===== config.mk =====
export PLATFORM = sky130hd
export DESIGN_NAME = seq_magnitude_comparator_flat
export DESIGN_NICKNAME = d
export VERILOG_FILES = /design/src/rtl/seq_magnitude_comparator_if.sv /design/src/rtl/seq_magnitude_comparator.sv /design/src/flat_wrapper.sv
export SDC_FILE = /design/constraint.sdc
export NUM_CORES = 1
export LEC_CHECK = 0
export CORE_AREA = 4 4 55 57
export CTS_CLUSTER_DIAMETER = 50
export DETAILED_ROUTE_END_ITERATION = 10
export DIE_AREA = 0 0 59 61
export GPL_TIMING_DRIVEN = 0
export PLACE_DENSITY = 0.74
export SLEW_MARGIN = 20
export SYNTH_ARGS = -nofsm -noshare
export SYNTH_HDL_FRONTEND = slang
export SYNTH_SLANG_ARGS = --single-unit
export TNS_END_PERCENT = 30

===== constraint.sdc =====
create_clock -name clk -period 2.7 [get_ports clk]
set_input_delay 0.54 -clock clk [delete_from_list [all_inputs] [get_ports clk]]
set_output_delay 0.54 -clock clk [all_outputs]
set_load 0.01 [all_outputs]

===== src/rtl/seq_magnitude_comparator_if.sv =====
// Request/result bundle for the bit-serial magnitude comparator.
//
// Signals:
//   start        request a compare (driven by the requester)
//   a, b         operands, WIDTH bits (driven by the requester)
//   signed_mode  1 = two's-complement compare (driven by the requester)
//   busy         compare in progress (driven by the comparator)
//   done         one-cycle result-written pulse (driven by the comparator)
//   agb/eq/alb   registered A>B / A==B / A<B flags (driven by the comparator)
//
// Modports:
//   master  requester side
//   slave   comparator side
interface seq_magnitude_comparator_if #(
    parameter int WIDTH = 8
);
    logic             start;
    logic [WIDTH-1:0] a;
    logic [WIDTH-1:0] b;
    logic             signed_mode;
    logic             busy;
    logic             done;
    logic             agb;
    logic             eq;
    logic             alb;

    modport master (
        output start, a, b, signed_mode,
        input  busy, done, agb, eq, alb
    );

    modport slave (
        input  start, a, b, signed_mode,
        output busy, done, agb, eq, alb
    );
endinterface


===== src/rtl/seq_magnitude_comparator.sv =====
// Bit-serial, MSB-first magnitude comparator.
//
// Operands and mode are captured on an accepted start pulse. One bit pair is
// examined per clock starting at the MSB; the scan stops at the first
// differing bit (or after bit 0 when the operands are equal), at which point
// the agb/eq/alb flags are written and done pulses for one cycle.
//
// Parameters:
//   WIDTH      operand width, 2..32
//   SIGNED_EN  1 = honour signed_mode, 0 = always compare unsigned
//
// Ports:
//   clk   rising-edge clock
//   rst   synchronous active-high reset
//   bus   request/result bundle (slave side): start, a, b, signed_mode in;
//         busy, done, agb, eq, alb out
module seq_magnitude_comparator #(
    parameter int WIDTH     = 8,
    parameter bit SIGNED_EN = 1'b1
) (
    input  logic                         clk,
    input  logic                         rst,
    seq_magnitude_comparator_if.slave    bus
);

    localparam int IDX_W = $clog2(WIDTH);

    localparam logic [0:0] IDLE = 1'b0;
    localparam logic [0:0] SCAN = 1'b1;

    localparam logic [IDX_W-1:0] IDX_MSB = IDX_W'(WIDTH - 1);

    logic [0:0]       state_q, state_d;
    logic [WIDTH-1:0] a_q, a_d;
    logic [WIDTH-1:0] b_q, b_d;
    logic             sm_q, sm_d;
    logic [IDX_W-1:0] idx_q, idx_d;
    logic             busy_q, busy_d;
    logic             done_q, done_d;
    logic             agb_q, agb_d;
    logic             eq_q, eq_d;
    logic             alb_q, alb_d;

    logic             a_bit;
    logic             b_bit;

    assign a_bit = a_q[idx_q];
    assign b_bit = b_q[idx_q];

    always_comb begin
        state_d = state_q;
        a_d     = a_q;
        b_d     = b_q;
        sm_d    = sm_q;
        idx_d   = idx_q;
        busy_d  = busy_q;
        done_d  = 1'b0;
        agb_d   = agb_q;
        eq_d    = eq_q;
        alb_d   = alb_q;

        case (state_q)
            IDLE: begin
                // Flags are left alone here so the previous result stays
                // visible until the new one is written.
                if (bus.start) begin
                    a_d     = bus.a;
                    b_d     = bus.b;
                    sm_d    = bus.signed_mode & SIGNED_EN;
                    idx_d   = IDX_MSB;
                    busy_d  = 1'b1;
                    state_d = SCAN;
                end
            end

            SCAN: begin
                if (a_bit != b_bit) begin
                    // A differing sign bit in signed mode flips the sense:
                    // the operand with a 1 there is the negative one. Below
                    // the MSB the sign bits are known equal, so plain
                    // unsigned ordering applies in either mode.
                    if ((idx_q == IDX_MSB) && sm_q) begin
                        agb_d = b_bit;
                        alb_d = a_bit;
                    end else begin
                        agb_d = a_bit;
                        alb_d = b_bit;
                    end
                    eq_d    = 1'b0;
                    done_d  = 1'b1;
                    busy_d  = 1'b0;
                    state_d = IDLE;
                end else if (idx_q == '0) begin
                    agb_d   = 1'b0;
                    eq_d    = 1'b1;
                    alb_d   = 1'b0;
                    done_d  = 1'b1;
                    busy_d  = 1'b0;
                    state_d = IDLE;
                end else begin
                    // Never wraps: idx == 0 always terminates above.
                    idx_d = idx_q - IDX_W'(1);
                end
            end

            default: begin
                state_d = IDLE;
                busy_d  = 1'b0;
            end
        endcase
    end

    always_ff @(posedge clk) begin
        if (rst) begin
            state_q <= IDLE;
            a_q     <= '0;
            b_q     <= '0;
            sm_q    <= 1'b0;
            idx_q   <= '0;
            busy_q  <= 1'b0;
            done_q  <= 1'b0;
            agb_q   <= 1'b0;
            eq_q    <= 1'b0;
            alb_q   <= 1'b0;
        end else begin
            state_q <= state_d;
            a_q     <= a_d;
            b_q     <= b_d;
            sm_q    <= sm_d;
            idx_q   <= idx_d;
            busy_q  <= busy_d;
            done_q  <= done_d;
            agb_q   <= agb_d;
            eq_q    <= eq_d;
            alb_q   <= alb_d;
        end
    end

    assign bus.busy = busy_q;
    assign bus.done = done_q;
    assign bus.agb  = agb_q;
    assign bus.eq   = eq_q;
    assign bus.alb  = alb_q;

endmodule


===== src/flat_wrapper.sv =====
// flat-port wrapper written by rule: the top's interface ports become plain ports
module seq_magnitude_comparator_flat 
#(
    parameter int WIDTH     = 8,
    parameter bit SIGNED_EN = 1'b1
)
  (clk, rst, bus_start, bus_a, bus_b, bus_signed_mode, bus_busy, bus_done, bus_agb, bus_eq, bus_alb);
  seq_magnitude_comparator_if #(.WIDTH(WIDTH)) bus_i ();
  input  logic clk;
  input  logic rst;
  input wire logic [$bits(bus_i.start)-1:0] bus_start;
  input wire logic [$bits(bus_i.a)-1:0] bus_a;
  input wire logic [$bits(bus_i.b)-1:0] bus_b;
  input wire logic [$bits(bus_i.signed_mode)-1:0] bus_signed_mode;
  output wire logic [$bits(bus_i.busy)-1:0] bus_busy;
  output wire logic [$bits(bus_i.done)-1:0] bus_done;
  output wire logic [$bits(bus_i.agb)-1:0] bus_agb;
  output wire logic [$bits(bus_i.eq)-1:0] bus_eq;
  output wire logic [$bits(bus_i.alb)-1:0] bus_alb;
  assign bus_i.start = bus_start;
  assign bus_i.a = bus_a;
  assign bus_i.b = bus_b;
  assign bus_i.signed_mode = bus_signed_mode;
  assign bus_busy = bus_i.busy;
  assign bus_done = bus_i.done;
  assign bus_agb = bus_i.agb;
  assign bus_eq = bus_i.eq;
  assign bus_alb = bus_i.alb;
  seq_magnitude_comparator #(.WIDTH(WIDTH), .SIGNED_EN(SIGNED_EN)) u_core (.clk(clk), .rst(rst), .bus(bus_i));
endmodule

==> impl_results.md <==
- Outcome: complete, no violations
- Endpoint class of the critical path: register
- Drt pass-1 iters: 4
- Post-synth EDFFs: 0
- Mapped Cells: 135
- Most common cell after layout, fill and taps aside: nand2_1
- Ys Warns: 0
- Footprint of the multi-input gates: 612 sq um
- Via count: 1008
- CP Cell Sequence: clkbuf_1 > mux4_2 > mux2_4 > xnor2_4 > mux2i_1 > a221oi_1
- Leakage power: 0.545 nW
- Hold Path Class: reg -> reg
- CTS H-tree depth: 1
- Residual DRC: 0
- Largest net degree at the start of global routing: 16
- Mapped Nets: 158
- Fin crit share: 0.790
- Gp weighted congestion: 0.804
- Max stage delay on crit path: 0.38 ns
- Synth-to-layout area growth: 27.0%
- Postcts setup bufs: 0
- Register area: 520 sq um
- Reg clk slew, reported paths: 0.15 ns
- Final hold vios: 0
- Site Rows: 18
- Sequential share of power: 0.446
- Synth cell types: 27
- Clk_lat worst skew: 0.33 ns
- Final wirelength: 2350 um
- CTS sink count: 26
- Antenna violations before repair: 0
- Worst VDD drop: 0.350 mV
- Cts hold-fix bufs: 0
- # IOs: 25
- Kind of critical path: reg -> reg
- Met3 Track Usage GR: 0.0319
- #FFs+latches synth: 26
- Commonest cells after routing, fill and taps aside: nand2_1, dfxtp_1, clkdlybuf4s50_1
- Total grt overflow: 0
- Critical path startpoint: u_core.idx_q[2]
- Tmin final: 2.13 ns
- Async SR Flop Fraction: 0
- Core footprint: 2480 sq um
- Setup crit end: u_core.idx_q[0]
- Crit-path max FO: 9
- Crit path launch type: register
- FF-to-FF setup slack: 0.57 ns
- Final Slew Violations: 0
- Met2 Use GR: 0.260
- Final net count: 186
- Worst setup margin: 0.566 ns
- WP data arrival: 2.36 ns
- Clock Skew: 0.0136 ns
- Post-Syn Area: 1180 sq um
- Crit path buf inv count: 1
- RSZ-0062 raised after global routing: false
- Final ANT Viol Nets: 0
- Initial core utilization: 0.478
- Die Wd: 59 um
- Critical path's top delay family: multiplexers
- Pint: 0.716 mW
- CTS tree: built
- DRT iter0 DRCs: 25
- Vias in the first global route: 948
- RR Startpoint: u_core.idx_q[2]
- Worst EP required: 2.93 ns
- Min-delay src: u_core.b_q[1]
- Fill cells: 239
- Setup WS pre-CTS: 0.620 ns
- Layout cell share with drive strength beyond 1: 0.0802
- Power Density: 664 nW/um^2
- Root buffer cell: clkbuf_4
- Net Sw Frac: 0.283
- Post-CTS Resized: 0
- Routed len/inst: 12.2 um
- Hold Path Stages: 2
- Post-detail-place hpwl: 1770 um
- Worst-Margin Slew: 0.479 ns
- CTS max path bufs: 2
- Met1 Track Usage GR: 0.166
- Crit Reg-Reg Endpoint: u_core.idx_q[0]
- Slowest stage cell, crit path: mux4_2
- Most used routing layer: met2
- Sequential share of the synthesized area: 0.439
- Total power: 0.999 mW
- Maxcap violations: 0
- DIE HEIGHT: 61 um
- Setup tns final: 0 ns
- Instance count on the critical path: 6
- Final setup fails: 0
- Routed vias/inst: 5.25
- Main synth FF type: dfxtp_1
- Die ar.: 3600 sq um
- ANT cells: 0
- Fmax: 0.469 GHz
- Port bufs: 23
- First-pass GRT wire length: 3940 um
- GRT Util Overall: 0.143
- Combinational Power Share: 0.286
- Number of CTS-inserted buffers: 3
- Worst rel slew slack: 0.681
- Clock Power Share: 0.268
- Avg Inst Size Synth: 8.78 sq um
- Worst reg-to-reg path cell count: 6
- Switching power: 0.283 mW
-- worst min path at each step --
stage                    end  slack [ns]
3_3_place_gp   u_core.b_q[1]        0.44
4_1_cts        u_core.b_q[4]        0.47
6_report       u_core.b_q[1]        0.46
2_1_floorplan  u_core.a_q[4]        0.43
3_5_place_dp   u_core.b_q[4]        0.45
5_1_grt        u_core.a_q[1]        0.48
-- sequential cells by signal, indices dropped and copies added, names as in the netlist --
name,count
u_core.idx_q,3
u_core.bus.agb,1
u_core.bus.alb,1
u_core.a_q,8
u_core.bus.eq,1
u_core.bus.busy,1
u_core.bus.done,1
u_core.b_q,8
u_core.state_q,1
u_core.sm_q,1
-- per-layer routing --
| metal | vias up | wire length (um) | share of wire |
|---|---|---|---|
| met5 | - | 0 | 0 |
| met4 | 0 | 16 | 0.0068 |
| met3 | 2 | 119 | 0.051 |
| met2 | 21 | 1170 | 0.50 |
| met1 | 472 | 1050 | 0.45 |
| li1 | 513 | - | - |
-- power by group through the flow --
| stage | Clock, mW | Combinational [mW] | Sequential [mW] |
|---|---|---|---|
| 2_1_floorplan | 0 | 0.198 | 0.454 |
| 3_3_place_gp | 0 | 0.280 | 0.451 |
| 3_5_place_dp | 0 | 0.286 | 0.454 |
| 4_1_cts | 0.273 | 0.288 | 0.445 |
| 5_1_grt | 0.284 | 0.319 | 0.450 |
| 6_report | 0.268 | 0.286 | 0.445 |
-- final cells by class --
type / count / share of cell area
buffer: 10 / 0.0299
clock buffer: 3 / 0.0150
clock inverter: 1 / 0.0200
inverter: 2 / 0.00499
multi-input combinational: 97 / 0.406
sequential: 26 / 0.346
tap: 30 / 0.0249
timing repair buffer: 23 / 0.153
-- Yosys cell counts (3+ instances only) --
master,instances,share of area
nor2b_1,3,0.016
ha_1,3,0.032
dfxtp_1,26,0.44
o22ai_1,3,0.016
nor3_1,3,0.013
clkbuf_1,9,0.029
nand2_1,41,0.13
mux4_2,4,0.076
a211oi_1,3,0.019
a21oi_1,18,0.076
-- metrics by stage --
stage | instances | hold slack, ns | utilization | area, sq um
3_5_place_dp | 188 | 0.447 | 0.586 | 1450
4_1_cts | 192 | 0.465 | 0.608 | 1510
6_report | 192 | 0.462 | 0.608 | 1510
2_1_floorplan | 135 | 0.433 | - | 1180
3_3_place_gp | 188 | 0.440 | 0.586 | 1450
5_1_grt | 192 | 0.481 | 0.608 | 1510
-- worst reg2reg max path, cell delays in order, from the launching register on --
cell and delay (ns):
dfxtp_1 0.33, clkbuf_1 0.36, mux4_2 0.38, mux2_4 0.32, xnor2_4 0.23, mux2i_1 0.11
a221oi_1 0.30
-- cells by family after synthesis --
logic type | count (synthesis) | share of synthesized area
adders and majority gates | 3 | 0.0317
buffers and inverters | 12 | 0.0444
and+or+nand+nor | 58 | 0.211
AOI/OAI and AO/OA | 28 | 0.134
DFF | 26 | 0.439
muxes | 7 | 0.116
xor gates and xnor gates | 1 | 0.0232
Note: power is estimated with default switching activity, not from simulation.
